### src/rtl/half_subtractor.sv
// Lane-parallel half subtractor with a registered, valid-qualified result and aggregate borrow flags.
// Defining HALF_SUB_COMB_OUT_EN switches every output to a zero-latency combinational path.
module half_subtractor #(
  parameter int WIDTH = 1,
  parameter int CNT_W = $clog2(WIDTH + 1)
) (
  input  logic             clk,
  input  logic             rst,
  input  logic             in_valid,
  input  logic [WIDTH-1:0] a_in,
  input  logic [WIDTH-1:0] b_in,
  output logic             out_valid,
  output logic [WIDTH-1:0] diff_out,
  output logic [WIDTH-1:0] borr_out,
  output logic             borr_any,
  output logic [CNT_W-1:0] borr_cnt
);

  logic [WIDTH-1:0] diff_d;
  logic [WIDTH-1:0] borr_d;
  logic             any_d;
  logic [CNT_W-1:0] cnt_d;

  // Lanes are independent: no borrow ripples between them.
  for (genvar gi = 0; gi < WIDTH; gi++) begin : g_lane
    assign diff_d[gi] = a_in[gi] ^ b_in[gi];
    assign borr_d[gi] = ~a_in[gi] & b_in[gi];
  end

  assign any_d = |borr_d;

  always_comb begin
    cnt_d = '0;
    for (int i = 0; i < WIDTH; i++) begin
      cnt_d = cnt_d + CNT_W'(borr_d[i]);
    end
  end

`ifdef HALF_SUB_COMB_OUT_EN
  logic unused_ok;
  assign unused_ok = clk ^ rst;

  assign out_valid = in_valid;
  assign diff_out  = diff_d;
  assign borr_out  = borr_d;
  assign borr_any  = any_d;
  assign borr_cnt  = cnt_d;
`else
  logic             valid_q;
  logic [WIDTH-1:0] diff_q;
  logic [WIDTH-1:0] borr_q;
  logic             any_q;
  logic [CNT_W-1:0] cnt_q;

  // Data registers only load on valid, so undriven inputs during idle cycles never reach them.
  always_ff @(posedge clk) begin
    if (rst) begin
      valid_q <= 1'b0;
      diff_q  <= '0;
      borr_q  <= '0;
      any_q   <= 1'b0;
      cnt_q   <= '0;
    end else begin
      valid_q <= in_valid;
      if (in_valid) begin
        diff_q <= diff_d;
        borr_q <= borr_d;
        any_q  <= any_d;
        cnt_q  <= cnt_d;
      end
    end
  end

  assign out_valid = valid_q;
  assign diff_out  = diff_q;
  assign borr_out  = borr_q;
  assign borr_any  = any_q;
  assign borr_cnt  = cnt_q;
`endif

endmodule

### config.mk
export PLATFORM = sky130hd
export DESIGN_NAME = half_subtractor
export DESIGN_NICKNAME = d
export VERILOG_FILES = /design/src/rtl/half_subtractor.sv
export SDC_FILE = /design/constraint.sdc
export NUM_CORES = 1
export LEC_CHECK = 0
export ABC_AREA = 1
export CAP_MARGIN = 0
export CORE_AREA = 4 4 41 43
export DETAILED_ROUTE_END_ITERATION = 6
export DIE_AREA = 0 0 45 47
export PLACE_DENSITY = 0.34
export SYNTH_ARGS = -nofsm -noshare
export SYNTH_HDL_FRONTEND = slang
export SYNTH_SLANG_ARGS = --single-unit
export TNS_END_PERCENT = 20
### constraint.sdc
create_clock -name clk -period 0.8 [get_ports clk]
set_clock_uncertainty 0.05 [all_clocks]
set_input_delay 0.16 -clock clk [delete_from_list [all_inputs] [get_ports clk]]
set_output_delay 0.16 -clock clk [all_outputs]
set_load 0.01 [all_outputs]
==> results.md <==
- First-pass GRT wire length: 538 um
- Clock slew at reported path FFs: 0.04 ns
- Max-slew violation count: 0
- Startpoint types: flop
- Clock sink count: 3
- Final period util: 113.1%
- H-tree levels: 1
- Antenna violations before repair: 0
- Total core area: 0.001301 sq mm
- CTS tree: built
- Area growth syn-to-layout: 96.26%
- Design Power: 512.6 uW
- Post-synthesis cell count: 17
- CP Class: flop to output port
- Vias in the first global route: 139
- Static Leakage: 0.0001356 uW
- Synth Warn #: 0
- DRT iter0 DRCs: 1
- Sequential fraction of the synthesis area: 44.86%
- Netlist cell types: 9
- Slew headroom: 90.00%
- DIE AREA: 0.002115 sq mm
- Setup-failing EPs final: 5
- Maximum vdd drop: 1211 uV
- # diodes: 0
- Worst Hold Depth: 3
- Critical path, cell by cell: buf_6
- Root buffer cell: clkbuf_4
- Post-route ant nets: 0
- PwrDens: 1951 mW/mm^2
- CTS buffer count: 3
- CP Depth: 1
- Final GP Congestion: 0.6376
- Post-synthesis area per instance: 7.875 sq um
- Grt ovf: 0
- PnR worst setup slack: -0.1044 ns
- Syn nets: 23
- CP Data Arrival Time: 0.69 ns
- Die H: 47 um
- Postcts setup bufs: 0
- Data required time of the worst path: 0.59 ns
- Worst-path maximum fanout: 4
- R2R Setup Slk: 0.07 ns
- Comb pwr share: 15.4%
- RSZ-0062 raised after global routing: true
- Seq pwr share: 33.0%
- Share of layout cells above drive strength 1: 42.86%
- Critical-path top delay cell: dfxtp_4
- Worst Setup End Kind: output port
- Flip-flop and latch count after synthesis: 3
- First-pass DRT Iterations: 2
- Mapped Area: 133.9 sq um
- Hold crit path type: input port to flop
- Largest net degree at the start of global routing: 5
- Status: complete, but fails checks
- Worst-Margin Slew: 0.1485 ns
- Register area: 66.31 sq um
- Worst-skew pair later-pin latency: 0.23 ns
- Placed inst area: 227.7 sq um
- Placed instance count: 39
- Final Instance Area: 262.8 sq um
- Switching power: 116.0 uW
- Max cap viols: 0
- Total global-route track usage: 4.183%
- CP top delay family: flip-flops
- Drt drc: 0
- Internal: 396.6 uW
- HPWL after detailed placement: 222.2 um
- Failing checks: negative setup slack
- Fin cells: 43
- Switching share of power: 22.63%
- Site Rows: 13
- Via count: 134
- WL/cell: 6.605 um
- Final core area utilization: 20.19%
- Worst Path Buf+Inv: 1
- R2R cell count: 2
- Fin. Hold Viols: 0
- Share of power burned in the clock network: 51.6%
- Filler Cell Count: 148
- Area of the multi-input gates: 43.79 sq um
- Ports: 10
- F_max: 1106 MHz
- Slowest cell delay on critical path: 0.35 ns
- Port Buffers: 9
- Routed wire length: 284 um
- Clk buf depth: 2
- Initial Util: 10.29%
- Die W: 45 um
- Tmin final: 0.9044 ns
- Via density: 3.116
- Nets@finish: 35
[timing repair]
| item | in CTS | in global routing |
|---|---|---|
| endpoints found under the setup margin | 7 | 6 |
| pin swaps | 2 | 0 |
| hold buffers | 0 | 0 |
| gates resized for setup | 26 | 6 |
| hold endpoints to repair | 0 | 0 |
[placed cells by master, fill, tap and decap left out, drive strengths merged]
master,n
clkdlybuf4s50,1
inv,4
nor2,4
nand2,1
clkbuf,4
dlygate4sd2,3
buf,5
ha,1
o21ai,2
dfxtp,3
[registers in the layout (all words and copies together), names as in the netlist]
name,flops
borr_out,1
diff_out,1
out_valid,1
[final cells by class]
| type | instances | area share [%] |
|---|---|---|
| clock buffers | 4 | 10.00 |
| repair buffers | 9 | 35.24 |
| well taps | 15 | 7.143 |
| inverters | 4 | 5.714 |
| flip-flops and latches | 3 | 25.24 |
| multi-input cells | 8 | 16.67 |
[power groups by stage]
stage	clock network, uW	logic [uW]	registers (uW)
4_1_cts	277	67.9	168
3_5_place_dp	0	83.2	168
3_3_place_gp	0	82.8	168
2_1_floorplan	0	30.8	173
6_report	264	79.1	169
5_1_grt	295	89.4	172
[final timing paths]
path	from	to
worst max-delay path	borr_out$_SDFFE_PP0P_	borr_out
worst min-delay path	in_valid	out_valid$_SDFF_PP0_
worst max register to register	borr_out$_SDFFE_PP0P_	borr_out$_SDFFE_PP0P_
worst min register to register	diff_out$_SDFFE_PP0P_	diff_out$_SDFFE_PP0P_
[stage by stage]
stage	setup TNS (ns)	setup WS, ns	hold slack (ns)
6_report	-0.4351	-0.1044	0.3090
5_1_grt	-0.5816	-0.1349	0.3333
3_3_place_gp	-2.322	-0.4246	0.4321
3_5_place_dp	-2.369	-0.4390	0.4399
2_1_floorplan	0	0.06643	0.1824
4_1_cts	-0.4787	-0.1143	0.3079
[tightest hold or removal path: cells and delay by family]
| family | cells | cell delay, ns |
|---|---|---|
| simple gates | 1 | 0.04 |
| buf+inv | 2 | 0.35 |
[cell families after synthesis]
| logic type | synth area share (%) |
|---|---|
| buffers and inverters | 22.42 |
| DFF | 44.86 |
| and+or+nand+nor | 15.89 |
| AOI/OAI and AO/OA | 7.469 |
| adders and majority gates | 9.344 |
[synth_stat cells]
cell type | instances | area [sq um]
buf_4 | 2 | 15.01
nor2_1 | 3 | 11.26
o21ai_1 | 1 | 5.000
o21ai_0 | 1 | 5.000
nand2_1 | 1 | 3.750
inv_1 | 4 | 15.01
dfxtp_1 | 3 | 60.06
nor2_2 | 1 | 6.260
ha_1 | 1 | 12.51
[metal layers]
layer | track usage, % | vias up | wire (um)
li1 | - | 71 | -
met1 | 3.855 | 51 | 134
met2 | 4.237 | 12 | 73
met3 | 6.897 | 0 | 76
met4 | 1.754 | 0 | 0
met5 | 0 | - | 0
Power figures use the tool's default switching activity.
